**config.mk**
```make
export PLATFORM = sky130hd
export DESIGN_NAME = handshake_rr_arbiter_flat
export DESIGN_NICKNAME = d
export VERILOG_FILES = /design/src/rtl/handshake_rr_arbiter_if.sv /design/src/rtl/handshake_rr_arbiter.sv /design/src/flat_wrapper.sv
export SDC_FILE = /design/constraint.sdc
export NUM_CORES = 1
export LEC_CHECK = 0
export BUFFER_PORTS_ARGS = -buffer_cell sky130_fd_sc_hd__buf_2
export CELL_PAD_IN_SITES_DETAIL_PLACEMENT = 0
export CELL_PAD_IN_SITES_GLOBAL_PLACEMENT = 1
export CORE_MARGIN = 2
export CORE_UTILIZATION = 37
export CTS_CLUSTER_SIZE = 25
export DETAILED_ROUTE_END_ITERATION = 12
export PLACE_DENSITY = 0.77
export RECOVER_POWER = 100
export SLEW_MARGIN = 20
export SYNTH_ARGS = -nofsm -noshare
export SYNTH_HDL_FRONTEND = slang
export SYNTH_SLANG_ARGS = --single-unit
```
**constraint.sdc**
```tcl
create_clock -name clk -period 2.92 [get_ports clk]
set_clock_uncertainty 0.1 [all_clocks]
set_input_delay 0.146 -clock clk [delete_from_list [all_inputs] [get_ports clk]]
set_output_delay 0.146 -clock clk [all_outputs]
set_load 0.01 [all_outputs]
```
**src/rtl/handshake_rr_arbiter_if.sv**
```systemverilog
// Bus bundle for the round-robin arbiter: N_REQ upstream valid/ready senders
// plus one downstream valid/ready stream tagged with the source index.
interface handshake_rr_arbiter_if #(
  parameter int N_REQ = 4,
  parameter int DW    = 8
);
  localparam int SW = $clog2(N_REQ);

  logic [N_REQ-1:0]    req_valid_i;
  logic [N_REQ*DW-1:0] req_data_i;
  logic [N_REQ-1:0]    req_ready_o;
  logic [N_REQ-1:0]    grant_o;
  logic                m_valid_o;
  logic [DW-1:0]       m_data_o;
  logic [SW-1:0]       m_src_o;
  logic                m_ready_i;

  // Arbiter side
  modport slave (
    input  req_valid_i, req_data_i, m_ready_i,
    output req_ready_o, grant_o, m_valid_o, m_data_o, m_src_o
  );

  // Environment side: the senders and the downstream receiver
  modport master (
    output req_valid_i, req_data_i, m_ready_i,
    input  req_ready_o, grant_o, m_valid_o, m_data_o, m_src_o
  );
endinterface

```
**src/rtl/handshake_rr_arbiter.sv**
```systemverilog
// Round-robin arbiter sharing one registered downstream stage among N_REQ senders.
// state | meaning
// IDLE  | no grant; pick next valid requester after last_grant (one bubble cycle)
// GRANT | one requester owns the output stage for up to MAX_BURST beats
module handshake_rr_arbiter #(
  parameter int N_REQ     = 4,
  parameter int DW        = 8,
  parameter int MAX_BURST = 4
) (
  input  logic                  clk,
  input  logic                  rst_n,
  handshake_rr_arbiter_if.slave bus
);
  localparam int SW = $clog2(N_REQ);

  typedef enum logic {IDLE, GRANT} state_t;

  state_t            state, state_nxt;
  logic [N_REQ-1:0]  grant_q, grant_nxt;
  logic [SW-1:0]     gidx_q, gidx_nxt;
  logic [SW-1:0]     last_q, last_nxt;
  logic [7:0]        left_q, left_nxt;
  logic [SW-1:0]     pick;
  logic              pick_ok;
  logic              can_accept;
  logic              g_valid;
  logic [DW-1:0]     g_data;
  logic              xfer;
  logic              m_valid_q;
  logic [DW-1:0]     m_data_q;
  logic [SW-1:0]     m_src_q;

  // Scan offsets downward so the nearest requester after last_q wins.
  always_comb begin
    logic [SW-1:0] cand;
    pick    = '0;
    pick_ok = 1'b0;
    cand    = '0;
    for (int off = N_REQ; off >= 1; off--) begin
      cand = SW'((int'(last_q) + off) % N_REQ);
      if (bus.req_valid_i[cand]) begin
        pick    = cand;
        pick_ok = 1'b1;
      end
    end
  end

  always_comb begin
    g_data = '0;
    for (int k = 0; k < N_REQ; k++) begin
      if (gidx_q == SW'(k)) g_data = bus.req_data_i[k*DW +: DW];
    end
  end

  assign can_accept = !m_valid_q || bus.m_ready_i;
  assign g_valid    = bus.req_valid_i[gidx_q];
  assign xfer       = (state == GRANT) && g_valid && can_accept;

  always_ff @(posedge clk or negedge rst_n) begin
    if (!rst_n) begin
      state   <= IDLE;
      grant_q <= '0;
      gidx_q  <= '0;
      last_q  <= SW'(N_REQ - 1);
      left_q  <= '0;
    end else begin
      state   <= state_nxt;
      grant_q <= grant_nxt;
      gidx_q  <= gidx_nxt;
      last_q  <= last_nxt;
      left_q  <= left_nxt;
    end
  end

  // left_q counts the beats still allowed after the current one; zero is terminal.
  always_comb begin
    state_nxt = state;
    grant_nxt = grant_q;
    gidx_nxt  = gidx_q;
    last_nxt  = last_q;
    left_nxt  = left_q;
    case (state)
      IDLE: begin
        if (pick_ok) begin
          state_nxt = GRANT;
          grant_nxt = {{(N_REQ-1){1'b0}}, 1'b1} << pick;
          gidx_nxt  = pick;
          left_nxt  = 8'(MAX_BURST - 1);
        end
      end
      GRANT: begin
        if (!g_valid || (can_accept && left_q == 8'd0)) begin
          state_nxt = IDLE;
          grant_nxt = '0;
          last_nxt  = gidx_q;
        end else if (can_accept) begin
          left_nxt = left_q - 8'd1;
        end
      end
      default: begin
        state_nxt = IDLE;
        grant_nxt = '0;
      end
    endcase
  end

  // A new beat may overwrite a beat being popped on the same edge.
  always_ff @(posedge clk or negedge rst_n) begin
    if (!rst_n) begin
      m_valid_q <= 1'b0;
      m_data_q  <= '0;
      m_src_q   <= '0;
    end else if (xfer) begin
      m_valid_q <= 1'b1;
      m_data_q  <= g_data;
      m_src_q   <= gidx_q;
    end else if (bus.m_ready_i) begin
      m_valid_q <= 1'b0;
    end
  end

  assign bus.req_ready_o = (state == GRANT && can_accept) ? grant_q : '0;
  assign bus.grant_o     = grant_q;
  assign bus.m_valid_o   = m_valid_q;
  assign bus.m_data_o    = m_data_q;
  assign bus.m_src_o     = m_src_q;
endmodule

```
**src/flat_wrapper.sv**
```systemverilog
// flat-port wrapper written by rule: the top's interface ports become plain ports
module handshake_rr_arbiter_flat 
#(
  parameter int N_REQ     = 4,
  parameter int DW        = 8,
  parameter int MAX_BURST = 4
)
  (clk, rst_n, bus_req_valid_i, bus_req_data_i, bus_m_ready_i, bus_req_ready_o, bus_grant_o, bus_m_valid_o, bus_m_data_o, bus_m_src_o);
  handshake_rr_arbiter_if #(.N_REQ(N_REQ), .DW(DW)) bus_i ();
  input  logic clk;
  input  logic rst_n;
  input wire logic [$bits(bus_i.req_valid_i)-1:0] bus_req_valid_i;
  input wire logic [$bits(bus_i.req_data_i)-1:0] bus_req_data_i;
  input wire logic [$bits(bus_i.m_ready_i)-1:0] bus_m_ready_i;
  output wire logic [$bits(bus_i.req_ready_o)-1:0] bus_req_ready_o;
  output wire logic [$bits(bus_i.grant_o)-1:0] bus_grant_o;
  output wire logic [$bits(bus_i.m_valid_o)-1:0] bus_m_valid_o;
  output wire logic [$bits(bus_i.m_data_o)-1:0] bus_m_data_o;
  output wire logic [$bits(bus_i.m_src_o)-1:0] bus_m_src_o;
  assign bus_i.req_valid_i = bus_req_valid_i;
  assign bus_i.req_data_i = bus_req_data_i;
  assign bus_i.m_ready_i = bus_m_ready_i;
  assign bus_req_ready_o = bus_i.req_ready_o;
  assign bus_grant_o = bus_i.grant_o;
  assign bus_m_valid_o = bus_i.m_valid_o;
  assign bus_m_data_o = bus_i.m_data_o;
  assign bus_m_src_o = bus_i.m_src_o;
  handshake_rr_arbiter #(.N_REQ(N_REQ), .DW(DW), .MAX_BURST(MAX_BURST)) u_core (.clk(clk), .rst_n(rst_n), .bus(bus_i));
endmodule
```
[Yosys cells after proc, flatten, opt, wreduce, memory -nomap -nowiden]
Cells that the tools add are included.
Storage, ports and cells
  register bits: 28
  output and inout bits: 19
  logic and storage cells: 77
  bits of input ports: 39
Cells by class
  bitwise operators: 1
  order comparisons: 5
  shift operators: 1
  reductions and logical operators: 15
  add/sub/neg operators: 5
  muxes and demuxes: 35
  equal/unequal tests: 7
Operators by type and width (count)
  two-way mux 8 bit: 7
  one-hot mux 8 bit (2 select lines): 1
  less-than comparator 2 x 3 -> 1 bit, second input constant: 5
  two-way mux 1 bit: 13
  two-way mux 4 bit: 3
  binary-select mux 1 bit (select 2 bit): 5
  logical NOT 8 bit: 1
  two-way mux 2 bit: 4
  one-hot mux 4 bit (2 select lines): 1
  subtractor 8 x 1 -> 8 bit, second input constant: 1
  inequality test 2 bit, second input constant: 3
  AND reduction 2 bit: 3
  adder 2 x 1 -> 2 bit, second input constant: 2
  adder 2 bit, second input constant: 2
  == test 2 bit, second input constant: 2
  logical AND 1 bit: 4
  << shifter 1 x 2 -> 4 bit, first input constant: 1
  AND reduction 3 bit: 1
  == test 2 x 1 -> 1 bit, second input constant: 1
  logical NOT 1 bit: 2
  logical NOT 2 bit: 1
  logical OR 1 bit: 2
  inequality test 2 x 1 -> 1 bit, second input constant: 1
  one-hot mux 1 bit (2 select lines): 1
  2 further kinds: 2

[Depth between registers and ports, before layout]
  depth in word-level cells: 10
  mapped depth: 7
  mapped depth without buffers: 6

[Worst setup path after synthesis]
No wires, ideal clock.
  path kind: register -> register
  from: register u_core.left_q[4]
  to: register u_core.last_q[0]
  buffers on the path: 1
  period minus slack after synthesis: 2191 ps
  cell stages (with the launch flop): 6
  setup slack: 729 ps
  data arrival time: 2009 ps
  cell sequence: dfrtp_1 > or4_4 > o41ai_4 > and2_1 > buf_6 > mux2_4
Between the ends
  cells in the longest elaborated chain, start to end: 4
RTL lines
  start, declared: RTL line handshake_rr_arbiter.sv:22  | logic [7:0] left_q, left_nxt;
  start signal, assigned: RTL line handshake_rr_arbiter.sv:71  | left_q <= left_nxt;
  logical NOT 8 bit: RTL line handshake_rr_arbiter.sv:92  | if (!g_valid || (can_accept && left_q == 8'd0)) begin
  logical AND 1 bit: RTL line handshake_rr_arbiter.sv:92
  logical OR 1 bit: RTL line handshake_rr_arbiter.sv:92
  AND reduction 2 bit (no line)
  end signal, assigned: RTL line handshake_rr_arbiter.sv:64  | last_q <= SW'(N_REQ - 1);
  end signal, assigned: RTL line handshake_rr_arbiter.sv:70  | last_q <= last_nxt;
  end, declared: RTL line handshake_rr_arbiter.sv:21  | logic [SW-1:0] last_q, last_nxt;
No other way between the ends.
A chain may end at the register's enable or synchronous reset.

[Worst setup path after layout]
  from: register u_core.left_q[4]
  to: register u_core.left_q[0]
Between the ends
  cells in the longest elaborated chain, start to end: 5
RTL lines (RTL line)
  logical NOT 8 bit: handshake_rr_arbiter.sv:92
  logical AND 1 bit: handshake_rr_arbiter.sv:92
  logical OR 1 bit: handshake_rr_arbiter.sv:92
  inequality test 2 bit (no line)
  AND reduction 3 bit (no line)
No other way between the ends.

==> results.tsv <==
metric	value	unit
status	complete, no violations	
Worst path slowest cell	or4_1	
CTS clock-pin slew for the worst setup and hold paths	0.10	ns
clock buffer depth	2	
drt pass-1 iters	4	
count of final setup violators	0	
Unique masters post-synth	38	
CP required	2.99	ns
crit-path cells	or4_1 -> o41ai_1 -> clkbuf_1 -> a22oi_1 -> a21bo_1	
cell count after synthesis	132	
die height	69.25	um
initial antenna violation count	0	
Post-Syn Area	1575	um2
post-synth top area cell	dfrtp_1	
ranking of synthesized cells by area	dfrtp_1 41%, mux4_2 13%, mux2_2 5.7%	
total routing usage reported by global routing	16.39	%
Final Cycle Share	81.61	%
Placed Cells	232	
Hold WS	0.1868	ns
Worst slew margin	1.836	%
Fillers	399	
worst skew pair latency	0.27	ns
Final Instance Count excl. Fillers	237	
Post-CTS Resized	0	
FMAX	419.6	MHz
syn_nets	173	
Initial Utilization	38.82	%
pre-CTS setup slack	0.6415	ns
Post-synth top flop	dfrtp_1	
TritonCTS Buffers	3	
ys async rst share	100.0	%
clock sink count	28	
Post-synth EDFFs	0	
Worst Tran Pin Value	1.472	ns
PwrDens	1025	nW/um2
via count	1265	
Met2 Routed Length	1668	um
Final Hold Viols	0	
VDD IR max	0.3737	mV
crit path kind	flip-flop to flip-flop	
top cells by count, synth	26 x dfrtp_1, 15 x nand2_1, 9 x mux4_2	
global-route wire length before repair	6465	um
CTS tree	yes	
vias per cell	5.338	
Row Count	23	
placed cell areas	1892	um2
TNS Setup	0	ns
cell with the most instances after synthesis	dfrtp_1	
uppermost layer routed	met4	
sequential share of the synthesized area	44.64	%
number of global-route vias before repair	1364	
largest net degree at the start of global routing	29	
Area Overhead vs Synth	20.49	%
yosys warns	0	
Residual DRC	0	
RSZ-0062 raised after global routing	no	
Die Wd	69.25	um
CP startpoint kind	flip-flop	
Max-Cap Viols	0	
Min-Delay Path Class	input pin to flip-flop	
nets@finish	229	
I/O pin count	58	
ant diodes	0	
worst-path fanout max	9	
min cycle time layout	2.383	ns
grt ovf	0	
CTS H-tree lvls	1	
die area	4796	um2
post-route cell area	1898	um2
area share of the largest cell type after synthesis	41.30	%
Placer Congestion	0.7817	
Final WS setup	0.5370	ns
max incr delay on CP	0.59	ns
IO buf count	57	
Starting DRT DRC Count	41	
Final ANT Viol Nets	0	
#FFs+latches synth	28	
Worst EP arrival	2.46	ns
share of post-route cells with drive strength above 1	33.16	%
hpwl dp	2737	um
synthesized area per cell	11.93	um2
core area	4058	um2
Metal-1 WL	1539	um
routed length on met3	250	um
max-slew violations	0	
DR WL/cell	14.70	um
WL final	3485	um
crit end category	flip-flop	
CTS root buf	clkbuf_8	
leakage	0.0008480	uW
==> cell families (layout without fill, tap and decap cells) <==
kind of cell	after synthesis	after routing	share of synthesized area, %
buf+inv	10	65	2.939
fa+ha+maj	2	2	1.588
simple gates	48	48	16.04
flops	28	28	44.64
compound gates	17	17	9.056
mux	27	27	25.73
==> registers in the layout, summed over array words and instances (netlist names) <==
| register | count |
|---|---|
| u_core.gidx_q | 2 |
| u_core.bus.m_data_o | 8 |
| u_core.bus.m_src_o | 2 |
| u_core.state | 1 |
| u_core.bus.m_valid_o | 1 |
| u_core.left_q | 8 |
| u_core.bus.grant_o | 4 |
| u_core.last_q | 2 |
==> per-layer routing <==
metal | up-vias | track usage [%]
met5 | - | 0
met4 | 0 | 3.922
li1 | 601 | -
met2 | 53 | 26.39
met3 | 4 | 3.343
met1 | 607 | 22.83
==> repair_timing <==
action | in CTS | in global routing
setup buffers | 0 | 0
endpoints found under the hold margin | 26 | 0
hold buffers | 1 | 0
==> path summary, 6_finish.rpt <==
check | slack [ns] | cells past startpoint | to | from
min in group asynchronous | 0.65 | 2 | u_core.bus.m_data_o[5] | rst_n
max in group asynchronous | 1.22 | 2 | u_core.bus.m_data_o[6] | rst_n
worst min-delay path | 0.19 | 4 | u_core.state | bus_req_valid_i[2]
worst min register to register | 0.39 | 1 | u_core.left_q[5] | u_core.left_q[5]
worst max-delay path | 0.54 | 5 | u_core.left_q[0] | u_core.left_q[4]
worst max register to register | 0.54 | 5 | u_core.left_q[0] | u_core.left_q[4]
==> stage by stage <==
step	power (uW)	util, %
finish	1945	46.78
global route	2133	46.78
CTS	2073	48.23
detailed placement	1833	46.62
global placement	1785	46.62
floorplan	1543	-
==> critical path, delay by kind of cell (launching register included) <==
| family | cells | cell delay, ns |
|---|---|---|
| simple gates | 1 | 0.59 |
| compound gates | 3 | 0.81 |
| buf+inv | 1 | 0.37 |
| flops | 1 | 0.42 |
==> area by class of cell <==
cell class | instances | area [um2] | share of cell area, %
Multi-Input combinational cell | 94 | 795.8 | 41.92
Sequential cell | 28 | 703.2 | 37.05
Inverter | 2 | 7.507 | 0.3955
Tap cell | 50 | 62.56 | 3.296
Clock buffer | 4 | 55.05 | 2.900
Timing Repair Buffer | 59 | 274.0 | 14.44
==> power breakdown <==
group / internal, uW / switching, uW
combinational: 466 / 457
sequential: 583 / 198
clock: 121 / 120
total: 1170 / 775
==> cells in the final DEF (no fill, tap or decap), types with 2 or more instances in the layout <==
cell type and instances:
nand2b_1 8, inv_1 2, o21ai_0 3, nand3_1 3, clkbuf_1 21, mux2i_1 6, and3_1 4, mux4_2 9
nor4_1 4, or4_1 2, nor2_1 4, clkbuf_8 4, mux2_1 4, ha_1 2, nand2_1 15, nor3_1 3
dfrtp_1 26, buf_2 37, dfstp_2 2, a21oi_1 2, mux2_2 8, o32ai_1 4
Power figures use the tool's default switching activity.
